[config.mk]
export PLATFORM = sky130hd
export DESIGN_NAME = vend_controller_flat
export DESIGN_NICKNAME = d
export VERILOG_FILES = /design/src/rtl/vend_controller_if.sv /design/src/rtl/vend_controller.sv /design/src/flat_wrapper.sv
export SDC_FILE = /design/constraint.sdc
export NUM_CORES = 1
export LEC_CHECK = 0
export ABC_CLOCK_PERIOD_IN_PS = 4100
export CAP_MARGIN = 10
export CELL_PAD_IN_SITES_DETAIL_PLACEMENT = 0
export CELL_PAD_IN_SITES_GLOBAL_PLACEMENT = 1
export CORE_ASPECT_RATIO = 0.8
export CORE_MARGIN = 2
export CORE_UTILIZATION = 30
export DETAILED_ROUTE_END_ITERATION = 8
export PLACE_DENSITY_LB_ADDON = 0.1
export SLEW_MARGIN = 10
export SYNTH_ARGS = -nofsm -noshare
export SYNTH_HDL_FRONTEND = slang
export SYNTH_SLANG_ARGS = --single-unit
[constraint.sdc]
create_clock -name clk_i -period 4.1 [get_ports clk_i]
set_input_delay 1.025 -clock clk_i [delete_from_list [all_inputs] [get_ports clk_i]]
set_output_delay 1.025 -clock clk_i [all_outputs]
set_load 0.005 [all_outputs]
[src/rtl/vend_controller_if.sv]
// Coin, vend and dispenser signals shared between the vending controller
// and its environment.
interface vend_controller_if;
  logic [1:0] d;
  logic       sel;
  logic       cancel;
  logic       disp_ack;
  logic       disp_req;
  logic       chg_out;
  logic       coin_rej;
  logic [5:0] credit;
  logic       busy;

  modport master (
    output d, sel, cancel, disp_ack,
    input  disp_req, chg_out, coin_rej, credit, busy
  );

  modport slave (
    input  d, sel, cancel, disp_ack,
    output disp_req, chg_out, coin_rej, credit, busy
  );
endinterface

[src/rtl/vend_controller.sv]
// Vending controller: accepts coins into a bounded credit, vends on request,
// pays change as 5-unit pulses, and refunds automatically after an idle period.
//
// state    | meaning
// IDLE     | no credit, waiting for the first coin
// CREDIT   | credit held, waiting for sel / cancel / more coins / timeout
// VEND     | disp_req high until the dispenser acknowledges
// CHANGE   | one chg_out pulse per cycle until credit reaches 0
module vend_controller #(
  parameter int PRICE      = 15,
  parameter int MAX_CREDIT = 35,
  parameter int TIMEOUT    = 200
) (
  input  logic             clk_i,
  input  logic             rst_i,
  vend_controller_if.slave bus
);

  localparam logic [1:0] S_IDLE   = 2'd0;
  localparam logic [1:0] S_CREDIT = 2'd1;
  localparam logic [1:0] S_VEND   = 2'd2;
  localparam logic [1:0] S_CHANGE = 2'd3;

  localparam int          TW       = $clog2(TIMEOUT);
  localparam logic [TW-1:0] TMR_LOAD = TW'(TIMEOUT - 1);
  localparam logic [TW-1:0] TMR_ONE  = TW'(1);
  localparam logic [6:0]  MAX_C    = 7'(MAX_CREDIT);
  localparam logic [5:0]  PRICE_C  = 6'(PRICE);
  localparam logic [5:0]  CHG_UNIT = 6'd5;

  logic [1:0]    state_q, state_d;
  logic [5:0]    credit_q, credit_d;
  logic [TW-1:0] tmr_q, tmr_d;
  logic          disp_req_q, disp_req_d;
  logic          chg_q, chg_d;
  logic          rej_q, rej_d;
  logic          busy_q, busy_d;

  logic [5:0] coin_val;
  logic       coin_vld;
  logic [6:0] credit_sum;
  logic       coin_fits;

  always_comb begin
    coin_val = 6'd0;
    case (bus.d)
      2'b01:   coin_val = 6'd5;
      2'b10:   coin_val = 6'd10;
      2'b11:   coin_val = 6'd20;
      default: coin_val = 6'd0;
    endcase
  end

  assign coin_vld   = |bus.d;
  assign credit_sum = {1'b0, credit_q} + {1'b0, coin_val};
  assign coin_fits  = (credit_sum <= MAX_C);

  always_comb begin
    state_d  = state_q;
    credit_d = credit_q;
    tmr_d    = tmr_q;
    chg_d    = 1'b0;
    rej_d    = 1'b0;

    case (state_q)
      S_IDLE: begin
        if (coin_vld) begin
          credit_d = coin_val;
          tmr_d    = TMR_LOAD;
          state_d  = S_CREDIT;
        end
      end

      S_CREDIT: begin
        if (bus.cancel) begin
          rej_d   = coin_vld;
          state_d = S_CHANGE;
        end else if (bus.sel && (credit_q >= PRICE_C)) begin
          credit_d = credit_q - PRICE_C;
          rej_d    = coin_vld;
          state_d  = S_VEND;
        end else if (coin_vld && coin_fits) begin
          credit_d = credit_sum[5:0];
          tmr_d    = TMR_LOAD;
        end else begin
          // Rejected coins and ignored sel still count as idle time.
          rej_d = coin_vld;
          if (tmr_q == '0) begin
            state_d = S_CHANGE;
          end else begin
            tmr_d = tmr_q - TMR_ONE;
          end
        end
      end

      S_VEND: begin
        rej_d = coin_vld;
        if (bus.disp_ack) begin
          state_d = (credit_q != 6'd0) ? S_CHANGE : S_IDLE;
        end
      end

      S_CHANGE: begin
        rej_d = coin_vld;
        if (credit_q != 6'd0) begin
          credit_d = credit_q - CHG_UNIT;
          chg_d    = 1'b1;
        end else begin
          state_d = S_IDLE;
        end
      end

      default: state_d = S_IDLE;
    endcase

    disp_req_d = (state_d == S_VEND);
    busy_d     = (state_d == S_VEND) || (state_d == S_CHANGE);
  end

  always_ff @(posedge clk_i) begin
    if (rst_i) begin
      state_q    <= S_IDLE;
      credit_q   <= 6'd0;
      tmr_q      <= '0;
      disp_req_q <= 1'b0;
      chg_q      <= 1'b0;
      rej_q      <= 1'b0;
      busy_q     <= 1'b0;
    end else begin
      state_q    <= state_d;
      credit_q   <= credit_d;
      tmr_q      <= tmr_d;
      disp_req_q <= disp_req_d;
      chg_q      <= chg_d;
      rej_q      <= rej_d;
      busy_q     <= busy_d;
    end
  end

  assign bus.credit   = credit_q;
  assign bus.disp_req = disp_req_q;
  assign bus.chg_out  = chg_q;
  assign bus.coin_rej = rej_q;
  assign bus.busy     = busy_q;

endmodule

[src/flat_wrapper.sv]
// flat-port wrapper written by rule: the top's interface ports become plain ports
module vend_controller_flat 
#(
  parameter int PRICE      = 15,
  parameter int MAX_CREDIT = 35,
  parameter int TIMEOUT    = 200
)
  (clk_i, rst_i, bus_d, bus_sel, bus_cancel, bus_disp_ack, bus_disp_req, bus_chg_out, bus_coin_rej, bus_credit, bus_busy);
  vend_controller_if bus_i ();
  input  logic clk_i;
  input  logic rst_i;
  input wire logic [$bits(bus_i.d)-1:0] bus_d;
  input wire logic [$bits(bus_i.sel)-1:0] bus_sel;
  input wire logic [$bits(bus_i.cancel)-1:0] bus_cancel;
  input wire logic [$bits(bus_i.disp_ack)-1:0] bus_disp_ack;
  output wire logic [$bits(bus_i.disp_req)-1:0] bus_disp_req;
  output wire logic [$bits(bus_i.chg_out)-1:0] bus_chg_out;
  output wire logic [$bits(bus_i.coin_rej)-1:0] bus_coin_rej;
  output wire logic [$bits(bus_i.credit)-1:0] bus_credit;
  output wire logic [$bits(bus_i.busy)-1:0] bus_busy;
  assign bus_i.d = bus_d;
  assign bus_i.sel = bus_sel;
  assign bus_i.cancel = bus_cancel;
  assign bus_i.disp_ack = bus_disp_ack;
  assign bus_disp_req = bus_i.disp_req;
  assign bus_chg_out = bus_i.chg_out;
  assign bus_coin_rej = bus_i.coin_rej;
  assign bus_credit = bus_i.credit;
  assign bus_busy = bus_i.busy;
  vend_controller #(.PRICE(PRICE), .MAX_CREDIT(MAX_CREDIT), .TIMEOUT(TIMEOUT)) u_core (.clk_i(clk_i), .rst_i(rst_i), .bus(bus_i));
endmodule
# After elaboration in Yosys (flattened, before gate mapping)
# Cells that the tools add are included.
# totals
ff_bits	20
output_inout_bits	10
# classes
reduce_logical	13
bitwise_logic	1
mux	27
n_lt_le_gt_ge	2
addsub	4
eq_ne	14
# ops
op	count
two-way mux 8 bit	5
two-way mux 6 bit	5
one-hot mux 6 bit (3 select lines)	1
two-way mux 2 bit	8
one-hot mux 8 bit (2 select lines)	1
one-hot mux 5 bit (3 select lines)	1
== test 2 bit, second input constant	6
AND reduction 5 bit	2
zero test 8 bit	1
one-hot mux 2 bit (4 select lines)	1
subtractor 8 x 1 -> 8 bit, second input constant	1
adder 6 x 5 -> 7 bit	1
<= comparator 7 x 6 -> 1 bit, second input constant	1
>= comparator 6 x 4 -> 1 bit, second input constant	1
nonzero test 6 bit	1
OR reduction 2 bit	3
subtractor 6 x 3 -> 6 bit, second input constant	1
subtractor 6 x 4 -> 6 bit, second input constant	1
== test 2 x 1 -> 1 bit, second input constant	2
two-way mux 1 bit	4
inequality test 2 x 1 -> 1 bit, second input constant	2
inequality test 2 bit, second input constant	2
inequality test 3 x 1 -> 1 bit, second input constant	1
inequality test 3 x 2 -> 1 bit, second input constant	1
other kinds (7)	8

# Logic depth before layout (Yosys ltp)
# logic_depth
depth_word	11
ltp_mapped	11
mapped_depth_nobuf	10

# Worst setup path after synthesis
# No wires, ideal clock.
# synth_path
path_kind	input port to flip-flop
start	in bus_d[0]
end	reg u_core.tmr_q[4]
slack_ns	0.659
t_required_ns	4.014
stages	9
setup_time_ns	0.086
arrival_ns	3.355
path_buffers	1
path_cell_list	ha_1 -> buf_2 -> and4b_1 -> or4_4 -> a211o_1 -> a21oi_4 -> o41ai_2 -> or3_1 -> a211oi_1
# synth_via
elab_chain_cells	9
elab_cells_between_ends	15
classes_between	1 x add/sub; 1 x order compare; 5 x eq/ne; 5 x mux; 3 x reduce/logical
# synth_rtl
element	line_no	rtl
from (decl)	flat_wrapper.sv:12	input wire logic [$bits(bus_i.d)-1:0] bus_d;
== test 2 bit / == test 2 x 1 -> 1 bit (equally long branches)	vend_controller.sv:46	case (bus.d)
one-hot mux 5 bit (3 select lines)	vend_controller.sv:46	
adder 6 x 5 -> 7 bit	vend_controller.sv:55	assign credit_sum = {1'b0, credit_q} + {1'b0, coin_val};
<= comparator 7 x 6 -> 1 bit	vend_controller.sv:56	assign coin_fits = (credit_sum <= MAX_C);
logical AND 1 bit	vend_controller.sv:82	end else if (coin_vld && coin_fits) begin
two-way mux 8 bit	vend_controller.sv:82	
two-way mux 8 bit	vend_controller.sv:78	end else if (bus.sel && (credit_q >= PRICE_C)) begin
two-way mux 8 bit	vend_controller.sv:75	if (bus.cancel) begin
one-hot mux 8 bit (2 select lines)	vend_controller.sv:65	case (state_q)
to (signal assigned)	vend_controller.sv:132	tmr_q <= tmr_d;
to (decl)	vend_controller.sv:33	logic [TW-1:0] tmr_q, tmr_d;
# Parallel ways exist; a longest one is shown, timed or not. The select of a mux whose other input is x is not followed.
# A chain may end at the register's enable or synchronous reset.

# Final worst setup path
# Same ends and word-level chain as after synthesis.

==> results by stage <==
Outcome:
- The run finished with clean final reports.

Timing:
- The total count of hold-check failures in the final report is 0.
- The smallest setup slack after layout is 0.2001 ns.
- The worst hold-check slack is 0.4976 ns.
- The period utilization is 95.12%.
- Setup violations remaining at the end of the flow were counted as 0.
- The actual transition at the worst max-transition pin is 0.8941 ns.
- The final critical path time including I/O delays and setup is 3.900 ns.
- The final-report max-slew violation count is 0.
- The largest clock skew in the final design is 0.004328 ns.
- Based on the critical path, the design can be clocked at up to 256.4 MHz.
- The post-route setup TNS is 0 ns.
- The headroom to the max-slew limit is 40.21%.

Detailed routing:
- The detailed-route wire length per cell is 15.37 um.
- For this run, design rule violations remaining after detail routing come to 0.
- After the first detailed-routing iteration, the DRC count stood at 108.
- The detailed-route via count is 1842.
- The remaining number of nets flagged by the antenna check after routing is 0.
- The average via count per standard cell is 5.434.
- Before antenna repair, the detailed router went through 4 iterations.
- The total wire length is 5212 um.

Layout:
- 0 antenna diodes ended up in the layout.
- The net total in the final layout is 277.
- After routing the design area is 2192 sq um.
- The post-route netlist has 15.71% of its cells at a drive strength greater than 1.
- The finished layout holds 339 standard cells, fillers aside.
- From synthesis to final layout, the design area changed by 26.50%.

Placement:
- The final weighted congestion in routability-driven placement is 0.7983.
- The number of instances in the placed design is 333.
- The quantity of I/O buffers inserted on ports is 16.
- Once placement finished, the instance area stood at 2101 sq um.
- The detailed placement HPWL is 3953 um.
- Timing analysis after detailed placement gives a worst setup slack of -0.06341 ns.

Yosys:
- The Yosys warning count is 0.
- The cell accounting for the most synthesized area is sky130_fd_sc_hd__dfxtp_1.
- Summed over its instances, the top area cell type makes up 23.10% of the synthesized netlist area.
- The most instantiated flip-flop cell in the synthesis netlist is sky130_fd_sc_hd__dfxtp_1.
- Each instance of the synthesized netlist takes up on average 7.534 sq um.
- The part of the Yosys area used for sequential elements is 23.10%.
- The synthesized netlist net count is 245.
- The synthesized netlist devotes 5.776% of its cell area to adder and majority cells.
- The number of different library cells used by synthesis comes to 59.
- Summing the areas of all xor and xnor instances in the mapped netlist gives 2.527% of the synthesized area.
- Of the total synthesized cell area, the portion taken by AND, OR, NAND and NOR gates is 26.21%.
- Ranked by total cell area, the synthesized netlist is headed by sky130_fd_sc_hd__dfxtp_1, sky130_fd_sc_hd__a21oi_1, sky130_fd_sc_hd__ha_1, sky130_fd_sc_hd__o21ai_0, sky130_fd_sc_hd__nand2_1.
- In this run, synthesis inferred 0 flip-flops with an integrated enable.
- Counting flops with an async set or reset pin after synthesis yields a share of 0%.
- The cell area that synthesis handed to floorplanning was 1733 sq um.
- The cell count after synthesis is 230.
- The synthesis-stage register bit count is 20.
- In the synthesized netlist, mux cells make up 0.5776% of the area.
- The dominant combinational cell family by area after synthesis is compound AO/OA/AOI/OAI gates.
- Summing the areas of all compound-gate instances in the mapped netlist gives 36.68% of the synthesized area.

GRT:
- The aggregate global-route resource usage is 17.02%.
- Global routing finished with a remaining overflow of 0.
- The number of global-route vias before repair is 1678.
- The maximum number of pins on one net before global-route repair is 25.
- The global-route wire length before repair is 8604 um.
- The number of antenna violations at the first check in global routing is 0.

Clock network:
- The cell at the root of the clock tree is sky130_fd_sc_hd__clkbuf_8.
- At the later pin of the worst-skew pair, clock insertion delay measures 0.26 ns.
- TritonCTS built the clock tree.
- The CTS clock-pin slew for the worst setup and hold paths is 0.08 ns.
- Counting along the longest clock path gives a buffer depth of 2.
- The number of hold buffers added after CTS was 0.
- The number of sinks driven by the clock tree is 20.
- CTS built an H-tree with a depth of 1.
- Counting the buffers created by CTS gives 3.

Power:
- The worst-case IR drop observed on VDD is 0.1473 mV.
- In this run the static leakage power is 0.8206 nW.
- The power density of the placed cells is 494.1 nW/um^2.

Floorplan:
- The die is 71.98 um tall.
- The core outline area is 5525 sq um.
- The initial core utilization is 31.36%.
- In this run the horizontal extent of the chip is 88.98 um.
- The row count is 24.
- The die area is 6404 sq um.
- Pin placement for this block handled 17 I/O pins.

Critical path:
- The worst setup path is launched from an input pin.
- The biggest fanout along the worst timing path is 7.
- The depth of the worst register-to-register path is 11.
- The data arrival at the endpoint of the critical path is 4.07 ns.
- For the worst setup path, the data required time is 4.27 ns.
- The critical path is of the input pin to flop type.
- STA classifies the critical path endpoint as a flop.

Min path:
- The number of stages on the worst hold path is 1.
- The worst min-delay path class is flop to flop.

Flow run:
- The tool flagged a number of max-cap violations equal to 0.
[state kept, by name, summed over array words and instances (netlist names)]
signal	count
u_core.bus.coin_rej	1
u_core.bus.busy	1
u_core.tmr_q	8
u_core.state_q	2
u_core.bus.disp_req	1
u_core.bus.credit	6
u_core.bus.chg_out	1
[power breakdown]
part           internal [mW]  switching, mW
clock network          0.130         0.0700
logic                  0.268          0.317
registers              0.237         0.0608
[metrics by stage]
| stage | total power [mW] | util (%) |
|---|---|---|
| after detailed placement | 0.8659 | 38.02 |
| after global placement | 0.8805 | 38.02 |
| final | 1.083 | 39.67 |
| after floorplan | 0.6672 | - |
| after global routing | 1.176 | 39.67 |
| after CTS | 1.070 | 39.31 |
[Yosys cell counts (2+ instances only)]
cell,instances
sky130_fd_sc_hd__a21oi_1,22
sky130_fd_sc_hd__dfxtp_1,20
sky130_fd_sc_hd__nand2_1,17
sky130_fd_sc_hd__nor2_1,15
sky130_fd_sc_hd__o21ai_0,14
sky130_fd_sc_hd__inv_1,11
sky130_fd_sc_hd__nor3_1,10
sky130_fd_sc_hd__clkbuf_1,9
sky130_fd_sc_hd__a211oi_1,8
sky130_fd_sc_hd__ha_1,8
sky130_fd_sc_hd__nand3_1,7
sky130_fd_sc_hd__nor2b_1,6
sky130_fd_sc_hd__and2_1,5
sky130_fd_sc_hd__a31o_2,4
sky130_fd_sc_hd__a31oi_1,4
sky130_fd_sc_hd__nand2b_1,4
sky130_fd_sc_hd__o211ai_1,4
sky130_fd_sc_hd__or3_1,4
sky130_fd_sc_hd__xnor2_1,4
sky130_fd_sc_hd__a211o_1,3
sky130_fd_sc_hd__nand4_1,3
sky130_fd_sc_hd__o31a_1,3
sky130_fd_sc_hd__a221o_1,2
sky130_fd_sc_hd__and4b_1,2
sky130_fd_sc_hd__buf_2,2
sky130_fd_sc_hd__nand3b_1,2
sky130_fd_sc_hd__nor4_1,2
sky130_fd_sc_hd__o211a_1,2
sky130_fd_sc_hd__o31ai_1,2
sky130_fd_sc_hd__or2_2,2
[area by class of cell]
class | instances | area [sq um]
multi-input combinational | 187 | 1249
clock buffer | 3 | 41.29
clock inverter | 1 | 30.03
tap | 78 | 97.59
sequential | 20 | 400.4
inverter | 11 | 41.29
timing repair buffer | 39 | 332.8
fill | 587 | 3333
[cells by family after synthesis]
| family | Yosys count |
|---|---|
| AO/OA/AOI/OAI | 88 |
| flip-flops | 20 |
| adder cells (fa/ha/maj) | 8 |
| AND/OR/NAND/NOR | 85 |
| buffers and inverters | 23 |
| XOR/XNOR | 5 |
| multiplexers | 1 |
[critical path, cell delays in order]
cell	delay (ns)
sky130_fd_sc_hd__clkdlybuf4s50_1	0.48
sky130_fd_sc_hd__nor2b_2	0.19
sky130_fd_sc_hd__ha_1	0.22
sky130_fd_sc_hd__and4b_1	0.22
sky130_fd_sc_hd__or4_4	0.51
sky130_fd_sc_hd__a211o_1	0.35
sky130_fd_sc_hd__a21oi_4	0.25
sky130_fd_sc_hd__o41ai_2	0.12
sky130_fd_sc_hd__buf_4	0.17
sky130_fd_sc_hd__or3_1	0.33
sky130_fd_sc_hd__a211oi_1	0.22
[path summary, 6_finish.rpt]
kind,endpoint,start,slack [ns]
worst max-delay path,u_core.tmr_q[4]$_SDFFE_PP0P_,bus_d[0],0.20
worst min register to register,u_core.tmr_q[0]$_SDFFE_PP0P_,u_core.tmr_q[0]$_SDFFE_PP0P_,0.50
worst min-delay path,u_core.tmr_q[0]$_SDFFE_PP0P_,u_core.tmr_q[0]$_SDFFE_PP0P_,0.50
worst max register to register,u_core.tmr_q[2]$_SDFFE_PP0P_,u_core.bus.credit[1]$_SDFFE_PP0P_,0.96
[timing repair]
action / in CTS / in global routing
setup buffers: 0 / 2
setup endpoints to repair: 0 / 5
endpoints found under the hold margin: 0 / 0
resized for setup: 0 / 2
[placed cells by master (no fill, tap or decap), drive strengths merged, types with 3 or more instances in the layout]
master	Yosys	routed
nor2b	6	6
o31a	3	3
nor3	10	10
o21ai	14	14
inv	11	11
ha	8	8
clkdlybuf4s50	0	16
or3	4	4
nand2	17	17
xnor2	4	4
nand2b	4	4
nor2	15	15
a31oi	4	4
o211ai	4	4
a21oi	23	23
a31o	4	4
clkbuf	9	3
a211oi	9	9
dfxtp	20	20
a211o	3	3
buf	3	23
and2	5	5
nand3	7	7
nand4	3	3
[metal layers]
| layer | track usage (%) | share of wire (%) | wire [um] |
|---|---|---|---|
| met2 | 22.22 | 37 | 1934 |
| met4 | 1.658 | 0 | 0 |
| met5 | 0 | 0 | 0 |
| met3 | 2.844 | 4.9 | 254 |
| met1 | 29.19 | 58 | 3023 |
(Power assumes the default switching activity.)
